<file path="config.mk">
export PLATFORM = sky130hd
export DESIGN_NAME = seg_scan_ctrl
export DESIGN_NICKNAME = d
export VERILOG_FILES = /design/src/rtl/seg_pkg.sv /design/src/rtl/tick_gen.sv /design/src/rtl/seg_scan_ctrl.sv
export SDC_FILE = /design/constraint.sdc
export NUM_CORES = 1
export LEC_CHECK = 0
export BUFFER_PORTS_ARGS = -buffer_cell sky130_fd_sc_hd__buf_2
export CAP_MARGIN = 20
export CORE_ASPECT_RATIO = 1.2
export CORE_MARGIN = 2
export CORE_UTILIZATION = 50
export CTS_BUF_LIST = sky130_fd_sc_hd__clkbuf_2
export CTS_CLUSTER_DIAMETER = 100
export CTS_CLUSTER_SIZE = 12
export DETAILED_ROUTE_END_ITERATION = 7
export GPL_TIMING_DRIVEN = 1
export PLACE_DENSITY_LB_ADDON = 0.12
export SETUP_SLACK_MARGIN = 0.5
export SYNTH_ARGS = -nofsm -noshare
export SYNTH_HDL_FRONTEND = slang
export SYNTH_SLANG_ARGS = --single-unit
</file>
<file path="constraint.sdc">
create_clock -name clk -period 2 [get_ports clk]
set_input_delay 0.1 -clock clk [delete_from_list [all_inputs] [get_ports clk]]
set_output_delay 0.1 -clock clk [all_outputs]
set_load 0.03 [all_outputs]
</file>
<file path="src/rtl/seg_pkg.sv">
// Shared types and constants for the multiplexed 7-segment scan controller.
package seg_pkg;

  typedef enum logic {
    IDLE = 1'b0,
    EDIT = 1'b1
  } state_e;

  localparam int              BCD_W     = 4;
  localparam logic [BCD_W-1:0] BCD_MAX  = 4'd9;
  localparam logic [7:0]      ANODE_OFF = 8'hFF;

  // Anything at or above 9 (including loaded non-BCD codes) rolls to 0.
  function automatic logic [BCD_W-1:0] bcd_inc(input logic [BCD_W-1:0] d);
    return (d >= BCD_MAX) ? '0 : d + 1'b1;
  endfunction

endpackage

</file>
<file path="src/rtl/tick_gen.sv">
// Free-running divider: counts 0..DIV-1 and flags the last count as a one-cycle tick.
module tick_gen #(
  parameter int DIV = 2
) (
  input  logic clk,
  input  logic rst_n,
  output logic o_tick
);

  localparam int               CNT_W = (DIV > 1) ? $clog2(DIV) : 1;
  localparam logic [CNT_W-1:0] LAST  = CNT_W'(DIV - 1);

  logic [CNT_W-1:0] r_cnt;

  always_ff @(posedge clk or negedge rst_n) begin
    if (!rst_n)            r_cnt <= '0;
    else if (r_cnt == LAST) r_cnt <= '0;
    else                   r_cnt <= r_cnt + 1'b1;
  end

  assign o_tick = (r_cnt == LAST);

endmodule

</file>
<file path="src/rtl/seg_scan_ctrl.sv">
// N-digit BCD display controller: digit registers, edit FSM, and the scan/blink
// drive for one shared BCD-to-segment decoder.
module seg_scan_ctrl
  import seg_pkg::*;
#(
  parameter int NUM_DIGITS = 4,
  parameter int SCAN_DIV   = 50000,
  parameter int BLINK_DIV  = 25000000
) (
  input  logic                        clk,
  input  logic                        rst_n,
  input  logic                        load,
  input  logic [BCD_W*NUM_DIGITS-1:0] load_bcd,
  input  logic                        btn_mode,
  input  logic                        btn_next,
  input  logic                        btn_inc,
  output logic [BCD_W*NUM_DIGITS-1:0] digits_out,
  output logic                        editing,
  output logic [BCD_W-1:0]            bcd_out,
  output logic                        blink_out,
  output logic                        blink_phase,
  output logic [NUM_DIGITS-1:0]       an_n
);

  localparam int               SEL_W    = (NUM_DIGITS > 1) ? $clog2(NUM_DIGITS) : 1;
  localparam logic [SEL_W-1:0] LAST_DIG = SEL_W'(NUM_DIGITS - 1);

  state_e                      r_state, w_state_nxt;
  logic [SEL_W-1:0]            r_sel;
  logic [SEL_W-1:0]            r_scan_idx;
  logic [BCD_W*NUM_DIGITS-1:0] r_digits;
  logic [BCD_W-1:0]            r_bcd;
  logic [NUM_DIGITS-1:0]       r_an_n;
  logic [NUM_DIGITS-1:0]       w_an_nxt;
  logic                        r_blink;
  logic                        r_phase;
  logic                        w_scan_tick;
  logic                        w_blink_tick;
  logic                        w_enter;
  logic                        w_do_load;
  logic                        w_do_next;
  logic                        w_do_inc;

  tick_gen #(.DIV(SCAN_DIV)) u_scan_tick (
    .clk    (clk),
    .rst_n  (rst_n),
    .o_tick (w_scan_tick)
  );

  tick_gen #(.DIV(BLINK_DIV)) u_blink_tick (
    .clk    (clk),
    .rst_n  (rst_n),
    .o_tick (w_blink_tick)
  );

  // Button priority mode > next > inc gives at most one action per cycle.
  always_comb begin
    w_state_nxt = r_state;
    w_enter     = 1'b0;
    w_do_load   = 1'b0;
    w_do_next   = 1'b0;
    w_do_inc    = 1'b0;
    case (r_state)
      IDLE: begin
        w_do_load = load;
        if (btn_mode) begin
          w_state_nxt = EDIT;
          w_enter     = 1'b1;
        end
      end
      EDIT: begin
        if (btn_mode)      w_state_nxt = IDLE;
        else if (btn_next) w_do_next   = 1'b1;
        else if (btn_inc)  w_do_inc    = 1'b1;
      end
      default: w_state_nxt = IDLE;
    endcase
  end

  always_ff @(posedge clk or negedge rst_n) begin
    if (!rst_n) r_state <= IDLE;
    else        r_state <= w_state_nxt;
  end

  always_ff @(posedge clk or negedge rst_n) begin
    if (!rst_n)         r_sel <= LAST_DIG;
    else if (w_enter)   r_sel <= LAST_DIG;
    else if (w_do_next) r_sel <= (r_sel == '0) ? LAST_DIG : r_sel - 1'b1;
  end

  always_ff @(posedge clk or negedge rst_n) begin
    if (!rst_n)
      r_digits <= '0;
    else if (w_do_load)
      r_digits <= load_bcd;
    else if (w_do_inc)
      r_digits[r_sel*BCD_W +: BCD_W] <= bcd_inc(r_digits[r_sel*BCD_W +: BCD_W]);
  end

  always_ff @(posedge clk or negedge rst_n) begin
    if (!rst_n)
      r_scan_idx <= '0;
    else if (w_scan_tick)
      r_scan_idx <= (r_scan_idx == LAST_DIG) ? '0 : r_scan_idx + 1'b1;
  end

  always_comb begin
    w_an_nxt             = ANODE_OFF[NUM_DIGITS-1:0];
    w_an_nxt[r_scan_idx] = 1'b0;
  end

  // Anode, BCD and blink are registered together so the decoder never sees a
  // value from one digit paired with the anode of another.
  always_ff @(posedge clk or negedge rst_n) begin
    if (!rst_n) begin
      r_an_n  <= ~{{(NUM_DIGITS-1){1'b0}}, 1'b1};
      r_bcd   <= '0;
      r_blink <= 1'b0;
    end else begin
      r_an_n  <= w_an_nxt;
      r_bcd   <= r_digits[r_scan_idx*BCD_W +: BCD_W];
      r_blink <= (r_state == EDIT) && (r_scan_idx == r_sel);
    end
  end

  always_ff @(posedge clk or negedge rst_n) begin
    if (!rst_n)            r_phase <= 1'b0;
    else if (w_blink_tick) r_phase <= ~r_phase;
  end

  assign digits_out  = r_digits;
  assign editing     = (r_state == EDIT);
  assign bcd_out     = r_bcd;
  assign blink_out   = r_blink;
  assign blink_phase = r_phase;
  assign an_n        = r_an_n;

endmodule

</file>
# [Yosys cells after proc, flatten, opt, wreduce, memory -nomap -nowiden]
# Index checks and enable logic that the tools add are counted.
[totals] output_inout_bits=27 input_bits=22 word_cells=59 reg_bits=72
[op_classes] n_reduce_logical=5 add_sub_neg=6 magnitude_cmp=3 mux=24 shifts=4 n_bitwise=3 n_eq_ne=4
[ops] operator="16-bit 2-to-1 mux" n=3
[ops] operator="4-bit negation with 34-bit output" n=1
[ops] operator="4-bit by 34-bit variable shift with 16-bit output, first input constant" n=1
[ops] operator="4-bit by 34-bit indexed part select with 16-bit output" n=1
[ops] operator="16-bit by 5-bit indexed part select with 4-bit output" n=2
[ops] operator="25-bit by 1-bit adder with 25-bit output, second input constant" n=1
[ops] operator="25-bit equality test, second input constant" n=1
[ops] operator="25-bit 2-to-1 mux" n=1
[ops] operator="16-bit by 1-bit adder with 16-bit output, second input constant" n=1
[ops] operator="16-bit bitwise mux" n=1
[ops] operator="16-bit equality test, second input constant" n=1
[ops] operator="1-bit 2-to-1 mux" n=12
[ops] operator="2-bit 2-to-1 mux" n=4
[ops] operator="4-bit by 1-bit adder with 4-bit output, second input constant" n=1
[ops] operator="4-bit >= comparator, second input constant" n=1
[ops] operator="4-bit 2-to-1 mux" n=1
[ops] operator="4-bit NOT" n=1
[ops] operator="2-bit nonzero test" n=2
[ops] operator="2-bit by 3-bit less-than comparator with 1-bit output, second input constant" n=1
[ops] operator="2-bit by 1-bit adder with 2-bit output, second input constant" n=1
[ops] operator="1-bit demux with 2-bit select" n=1
[ops] operator="2-bit equality test" n=1
[ops] operator="2-bit equality test, second input constant" n=1
[ops] operator="2-bit by 1-bit >= comparator with 1-bit output, second input constant" n=1
[ops] operator="other kinds (5)" n=7

# [Longest topological paths before layout]
# Gate-level depths: netlist of run 1.
[depth] ltp_word=7 ltp_mapped=8 ltp_nobuf=7

# [By module]
# From an unflattened synthesis of run 1, not the netlist that was laid out.
[hier_totals] cells_unflattened=337 area_unflattened_um2=3731.1
[modules_own_cells] module="seg_scan_ctrl" seq_area_each_um2=782.0 n_inst=1 cells_each=141 area_per_inst_um2=1654.1
[modules_own_cells] module="tick_gen (u_blink_tick)" seq_area_each_um2=625.6 n_inst=1 cells_each=129 area_per_inst_um2=1315.0
[modules_own_cells] module="tick_gen (u_scan_tick)" seq_area_each_um2=400.4 n_inst=1 cells_each=67 area_per_inst_um2=762.0

# [Least setup slack after synthesis of run 1]
# OpenSTA, ideal clock, no wires.
[synth_path] path_type="reg2reg" start="reg r_sel[0]" end="reg r_digits[10], in the netlist digits_out[10]" n_path_buf=1 synth_period_minus_slack_ns=2.109 required_ns=1.867 slack_ns=-0.109 path_stages_with_launch=9 setup_time_ns=0.133 arrival_time_ns=1.976 cell_sequence="dfstp_2 buf_2 mux4_2 inv_1 ha_1 nand2b_1 nand2_1 a31oi_1 o21ai_0"
[synth_between] elab_chain_len=7 word_cells_on_any_way=10 cone_classes="add/sub (2); order compare (1); shift (3); mux (4)"
[synth_lines] item="start: declaration" line="seg_scan_ctrl.sv:29" rtl="logic [SEL_W-1:0] r_sel;"
[synth_lines] item="start signal: assignment" line="seg_scan_ctrl.sv:88" rtl="else if (w_do_next) r_sel <= (r_sel == '0) ? LAST_DIG : r_sel - 1'b1;"
[synth_lines] item="16-bit by 5-bit indexed part select with 4-bit output" line="seg_scan_ctrl.sv:97" rtl="r_digits[r_sel*BCD_W +: BCD_W] <= bcd_inc(r_digits[r_sel*BCD_W +: BCD_W]);"
[synth_lines] item="4-bit by 1-bit adder with 4-bit output or 4-bit >= comparator (tied branches)" line="seg_pkg.sv:15" rtl="return (d >= BCD_MAX) ? '0 : d + 1'b1;"
[synth_lines] item="4-bit 2-to-1 mux" line="seg_pkg.sv:15"
[synth_lines] item="4-bit by 34-bit indexed part select with 16-bit output" line="seg_scan_ctrl.sv:97"
[synth_lines] item="16-bit bitwise mux *" line="seg_scan_ctrl.sv:97"
[synth_lines] item="16-bit 2-to-1 mux *" line="seg_scan_ctrl.sv:96" rtl="else if (w_do_inc)"
[synth_lines] item="16-bit 2-to-1 mux *" line="seg_scan_ctrl.sv:94" rtl="else if (w_do_load)"
[synth_lines] item="end signal: assignment" line="seg_scan_ctrl.sv:95" rtl="r_digits <= load_bcd;"
[synth_lines] item="end signal: indexed assignment" line="seg_scan_ctrl.sv:97"
[synth_lines] item="end: declaration" line="seg_scan_ctrl.sv:31" rtl="logic [BCD_W*NUM_DIGITS-1:0] r_digits;"
# Every way passes the cells marked *; elsewhere a longest branch is shown, timed or not. The select of a mux whose other input is x is not followed.
# A chain may end at the register's enable or synchronous reset.

# [Worst setup path after layout of run 1]
[layout_path] start="reg r_sel[0]" end="reg r_digits[4], in the netlist digits_out[4]"
# The elaborated chain is that of the path after synthesis.

==> results of run 1 <==
## cell usage after synthesis (2+ instances only)
| cell type | n |
|---|---|
| nand2b_1 | 2 |
| or3_1 | 6 |
| dfstp_2 | 5 |
| o31ai_1 | 5 |
| nand4_1 | 8 |
| xnor2_1 | 17 |
| clkbuf_1 | 5 |
| buf_4 | 2 |
| or4_1 | 5 |
| nor3_1 | 6 |
| nand2_1 | 14 |
| inv_1 | 20 |
| buf_2 | 2 |
| dfrtp_1 | 67 |
| nor2_1 | 24 |
| o21ai_0 | 24 |
| xor2_1 | 12 |
| nand4_4 | 2 |
| and2_1 | 3 |
| ha_1 | 14 |
| and3_1 | 5 |
| nand3_1 | 17 |
| nor2b_1 | 3 |
| nor4_1 | 5 |
| mux4_2 | 8 |
| a22oi_1 | 16 |
| a21oi_1 | 17 |
## cell type report
type / count / area [um^2]
multi-input cells: 229 / 2120
flip-flops and latches: 72 / 1810
fillers: 426 / 1590
repair buffers: 132 / 1020
clock inverters: 7 / 120
well taps: 87 / 109
inverters: 20 / 81.3
clock buffers: 9 / 45.0
## power by group through the flow
stage	clock network (uW)	registers (uW)	logic [uW]
global route	1170	2010	2880
detailed placement	0	1970	2050
finish	1080	1970	2700
floorplan	0	2320	1090
global placement	0	1970	2020
CTS	1090	1940	2300
## what timing repair did
action,4_1_cts,5_1_grt
gates cloned,3,0
hold buffers,19,0
setup endpoints to repair,48,51
buffers inserted,36,12
pin swaps,26,18
hold endpoints to repair,89,0
resized for setup,59,52
## layer usage
metal	share of wire	global-route usage
met3	0.067	0.0513
met1	0.39	0.314
met5	0	0
met4	0.043	0.124
met2	0.50	0.414
## registers in the layout, summed over array words and instances (netlist names)
signal and flops:
r_scan_idx 2, u_blink_tick.r_cnt 25, u_scan_tick.r_cnt 16, bcd_out 4
digits_out 16, blink_phase 1, an_n 4, editing 1
blink_out 1, r_sel 2
## cells by family (layout without fill, tap and decap cells)
logic type | count (synthesis) | in the layout | synth area share
multiplexers | 11 | 11 | 0.0600
flip-flops | 72 | 72 | 0.501
buffers and inverters | 30 | 168 | 0.0361
AO/OA/AOI/OAI | 64 | 64 | 0.104
AND/OR/NAND/NOR | 110 | 111 | 0.180
adder cells (fa/ha/maj) | 14 | 14 | 0.0486
XOR/XNOR | 29 | 29 | 0.0704
## worst paths after layout
kind,start,endpoint,slack [ns],cells past startpoint
max in group asynchronous,rst_n,an_n[2],1.26,3
worst max register to register,r_sel[0],digits_out[4],-0.07,6
worst min register to register,blink_phase,blink_phase,0.48,1
worst min-delay path,rst_n,u_blink_tick.r_cnt[18],0.1,2
min in group clk,load,digits_out[3],0.23,4
worst max-delay path,r_sel[0],digits_out[4],-0.07,6
## stage by stage
| stage | cells | total power (uW) |
|---|---|---|
| floorplan | 330 | 3410 |
| global placement | 470 | 3990 |
| detailed placement | 470 | 4030 |
| CTS | 544 | 5340 |
| global route | 556 | 6050 |
| finish | 556 | 5750 |
==> results by group, run 1 <==
Detailed routing
  • Drt drc: 0
  • 1st-iter DRT viols: around 210
  • Routed WL: 10100 um
  • Vias: 3253
  • Drt wl/cell: approximately 18 um
  • DR pass1 iterations: 5
  • DRT antenna net count: 0
  • Via density: roughly 5.9

Placed design
  • Worst slack, placed: -0.00814 ns
  • Placed inst area: a little over 4000 um^2
  • Hpwl dp: 5790 um
  • RePlAce Congestion: 0.909
  • IO buf count: 48

Final layout
  • Share of post-route cells with drive strength above 1: 0.493
  • Most frequent cells in the layout: 63 x dfrtp_1, 48 x buf_2, 45 x buf_4
  • N_diodes: 0
  • Final Util: 0.770
  • Commonest non-fill, non-tap cell in the layout: dfrtp_1
  • Layout area overhead: 47.3%
  • Final #Nets: 500
  • Design area: 5310 um^2

Yosys
  • Synth area leader: dfrtp_1
  • Synth cell types: 43
  • Asr flop ratio synth: 1.00
  • EDFF count, synth: 0
  • Most used flip-flop cell after synthesis: dfrtp_1
  • Share of Yosys cell area claimed by the top area cell type: 0.465
  • Post-synthesis register bit count: 72
  • Synthesis Warnings: 0
  • Post-synthesis cell count: 330
  • Seq/Total Area, Yosys: 0.501
  • Synth top area cells: dfrtp_1 46%, mux4_2 5.0%, ha_1 4.9%, xnor2_1 4.1%, dfstp_2 3.6%
  • Avg Inst Size Synth: 10.9 um^2
  • Mapped Area: 3610 um^2
  • Mapped Nets: around 370

Clocking
  • Reg clk slew, reported paths: 0.22 ns
  • Clk_lat worst skew: 0.52 ns
  • CTS tree: done
  • # clock sinks: 72
  • CTS Buf Count: 9
  • Max Root-Sink Buffers: 2
  • Clock tree root buffer cell: clkbuf_2
  • Htree depth: 3

Worst setup path
  • Crit path largest cell delay: between 0.6 and 0.7 ns
  • Worst Path Required: 2.45 ns
  • Critical-path cell list: mux4_2 > ha_4 > nand2b_4 > o21ai_4 > nand2_4 > o21ai_2
  • Crit path DAT: 2.52 ns
  • Critical path's slowest cell: dfstp_2
  • Worst setup SP type: register
  • Worst Path Max Fanout: 4
  • Crit end category: register
  • Largest delay contributor family on the critical path: flip-flops
  • Worst Path Buf+Inv: 0
  • Crit path kind: reg -> reg

Min path
  • Hold crit path type: in -> async

STA
  • Worst hold slack: 0.0964 ns
  • Clk_skew: slightly below 0.03 ns
  • Setup-failing EPs final: 16
  • Final worst-path cycle share: 1.03
  • Slew Viols, Final: 0
  • Setup TNS: -0.632 ns
  • Fin worst setup slack: -0.0685 ns
  • Slew HR: 0.571
  • Worst-margin pin slew: ~0.64 ns
  • Fmax: ~0.48 GHz
  • Final count of hold timing violations: 0
  • Clock period minus worst slack: 2.07 ns
  • Unrepaired setup endpoints after global routing: true

Pwr
  • Pwr Density: 1080 nW/um^2
  • Clock power frac: 0.188
  • Sequential Power Share: 0.343
  • P_sw: 2460 uW
  • Internal power: 3300 uW
  • Lkg Pwr: 0.00240 uW
  • Worst VDD drop: 956 uV
  • Sw Share: 0.427
  • Combinational share of power: 0.469

GRT
  • GRT overflow: 0
  • Vias in the first global route: between 3000 and 4000
  • Initial antenna violation count: 0
  • First-pass GRT wire length: 15300 um
  • Global Route Usage Sum: 0.253
  • Largest net degree at the start of global routing: 26

Status
  • Status: complete, but fails checks
  • Failing checks: setup timing

Floorplan
  • Die ar.: approximately 7900 um^2
  • IO Pins: 49
  • Die H: just under 100 um
  • Die X: 81.5 um
  • Starting Density: 0.523
  • Core area: 6900 um^2
  • FP Rows: 33

Flow run
  • Maxcap violations: 0
Power figures use the tool's default switching activity.
==> run 2: changes to the inputs <==
Settings changed: CORE_ASPECT_RATIO 1.2 to unset.
==> results by group, run 2 (same netlist as run 1, synthesis figures left out) <==
GRT
  • Vias in the first global route: 3004 (-7.0%)
  • Initial antenna violation count: 0 (unchanged)
  • Global Route Usage Sum: 0.248 (-0.00560)
  • GRT overflow: 0 (unchanged)
  • First-pass GRT wire length: 14600 um (-4.6%)
  • Largest net degree at the start of global routing: 36 (+38%)

Pwr
  • Total power draw: 5470 uW (-4.9%)
  • Pwr Density: 1050 nW/um^2 (-3.3%)
  • Clock power frac: 0.199 (+0.011)
  • Lkg Pwr: 0.00235 uW (-2.3%)
  • Sequential Power Share: 0.357 (+0.014)
  • Internal power: 3190 uW (-3.1%)
  • Worst VDD drop: 1050 uV (+10%)
  • Combinational share of power: 0.444 (-0.025)
  • Sw Share: 0.416 (-0.0105)
  • P_sw: 2280 uW (-7.2%)

Floorplan
  • FP Rows: 30 (-9.1%)
  • Die H: 88.9 um (-8.4%)
  • Core area: 6870 um^2 (-0.38%)
  • Starting Density: 0.525 (+0.00200)
  • Die ar.: 7910 um^2 (about the same)
  • IO Pins: 49 (unchanged)
  • Die X: 88.9 um (+9.1%)

Detailed routing
  • Routed WL: 9430 um (-7.0%)
  • 1st-iter DRT viols: 158 (-24%)
  • Drt wl/cell: 17.1 um (-6.5%)
  • Via density: 5.56 (-5.0%)
  • DRT antenna net count: 0 (unchanged)
  • Vias: 3073 (-5.5%)
  • Drt drc: 0 (unchanged)
  • DR pass1 iterations: 4 (-1)

Final layout
  • N_diodes: 0 (unchanged)
  • Max reg flops: 25 (unchanged)
  • Largest Register: u_blink_tick.r_cnt
  • Final #Nets: 488 (-2.4%)
  • Design area: 5220 um^2 (-1.7%)
  • Commonest non-fill, non-tap cell in the layout: dfrtp_1
  • Layout area overhead: 44.8%
  • Share of post-route cells with drive strength above 1: 0.479 (-0.0133)
  • Most frequent cells in the layout: 60 x dfrtp_1, 48 x buf_2, 35 x buf_4

Clocking
  • Reg clk slew, reported paths: 0.23 ns (about the same)
  • CTS tree: done
  • Clk_lat worst skew: 0.51 ns (about the same)
  • Htree depth: 3 (unchanged)
  • # clock sinks: 72 (unchanged)
  • Clock tree root buffer cell: clkbuf_2
  • CTS Buf Count: 9 (unchanged)
  • Max Root-Sink Buffers: 2 (unchanged)

STA
  • Slew Viols, Final: 0 (unchanged)
  • Fmax: 0.490 GHz (+1.4%)
  • Unrepaired setup endpoints after global routing: true
  • Clk_skew: 0.0305 ns (+0.00136 ns)
  • Fin worst setup slack: -0.0407 ns (+0.0277 ns)
  • Final worst-path cycle share: 1.02 (-0.0139)
  • Worst-margin pin slew: 0.578 ns (-0.0654 ns)
  • Final count of hold timing violations: 0 (unchanged)
  • Clock period minus worst slack: 2.04 ns (-0.0277 ns)
  • Setup-failing EPs final: 10 (-6)
  • Slew HR: 0.615 (+0.0436)

Worst setup path
  • Crit path DAT: 2.46 ns (-0.06 ns)
  • Crit end category: register
  • Crit path kind: reg -> reg
  • Worst Path Required: 2.42 ns (-0.03 ns)
  • Critical path's slowest cell: dfstp_2
  • Crit path largest cell delay: 0.63 ns (about the same)
  • Worst setup SP type: register
  • Worst Path Max Fanout: 4 (unchanged)
  • Critical-path cell list: mux4_2 > inv_4 > ha_4 > nand2b_4 > nor2_1 > a21oi_2 > o21ai_1

Status
  • Status: complete, but fails checks
  • Failing checks: setup timing

Placed design
  • Hpwl dp: 5820 um (+0.52%)
  • Placed inst area: 4110 um^2 (about the same)
  • RePlAce Congestion: 0.929 (+2.3%)
  • IO buf count: 48 (unchanged)

Flow run
  • Maxcap violations: 0 (unchanged)

Min path
  • Hold crit path type: in -> async
==> run 2: changes by cell type in the layout (fill, tap and decap cells not counted), sizes merged <==
cell and change:
buf -11, nand4 -1
==> run 2: path summary, 6_finish.rpt <==
kind | to | cells past startpoint | startpoint | slack (ns)
setup reg to reg | digits_out[3] | 7 | r_sel[0] | -0.04
hold / removal | u_blink_tick.r_cnt[4] | 2 | rst_n | 0.09
max in group asynchronous | r_sel[1] | 3 | rst_n | 1.20
setup / recovery | digits_out[3] | 7 | r_sel[0] | -0.04
hold reg to reg | blink_phase | 1 | blink_phase | 0.47
min in group clk | digits_out[12] | 4 | load | 0.18
==> run 2: critical path: cells and delay by family, from the launching register on <==
kind / cells / cell delay, ns
adder cells (fa/ha/maj): 1 / 0.12
multiplexers: 1 / 0.57
buffers and inverters: 1 / 0.11
flip-flops: 1 / 0.63
AO/OA/AOI/OAI: 2 / 0.32
AND/OR/NAND/NOR: 2 / 0.20
==> run 2: power by group through the flow <==
stage               Clock, uW  Combinational (uW)  Sequential (uW)
CTS                      1100                2310             1940
finish                   1090                2430             1950
global route             1160                2580             1980
global placement            0                2010             1970
detailed placement          0                2060             1970
floorplan                   0                1090             2320
==> run 2: what timing repair did <==
item / 4_1_cts / 5_1_grt
setup endpoints to repair: 47 / 53
resized for setup: 54 / 56
hold buffers: 19 / 0
buffers inserted: 22 / 17
hold endpoints to repair: 73 / 0
pin swaps: 30 / 20
==> run 2: through the flow <==
stage	utilization	worst slack [ns]	cells	hold WS, ns	TNS, ns
5_1_grt	0.760	-0.0928	553	0.0672	-1.19
3_3_place_gp	0.598	0.0899	479	0.123	0
3_5_place_dp	0.598	0.0282	479	0.128	0
4_1_cts	0.705	-0.00135	536	0.0563	-0.00135
6_report	0.760	-0.0407	553	0.0944	-0.182
2_1_floorplan	-	0.0639	330	-0.196	0
==> run 2: metal layers <==
| layer | vias up | global-route usage | share of wire |
|---|---|---|---|
| met5 | - | 0 | 0 |
| met4 | 0 | 0.0799 | 0.016 |
| met3 | 13 | 0.0619 | 0.048 |
| met2 | 89 | 0.411 | 0.53 |
| met1 | 1540 | 0.321 | 0.41 |
| li1 | 1431 | - | - |
==> run 2: final cells by class <==
cell class | count | area (um^2)
flip-flops and latches | 72 | 1820
repair buffers | 121 | 925
fillers | 453 | 1650
well taps | 96 | 120
clock inverters | 7 | 120
inverters | 20 | 81.3
clock buffers | 9 | 45.0
multi-input cells | 228 | 2110
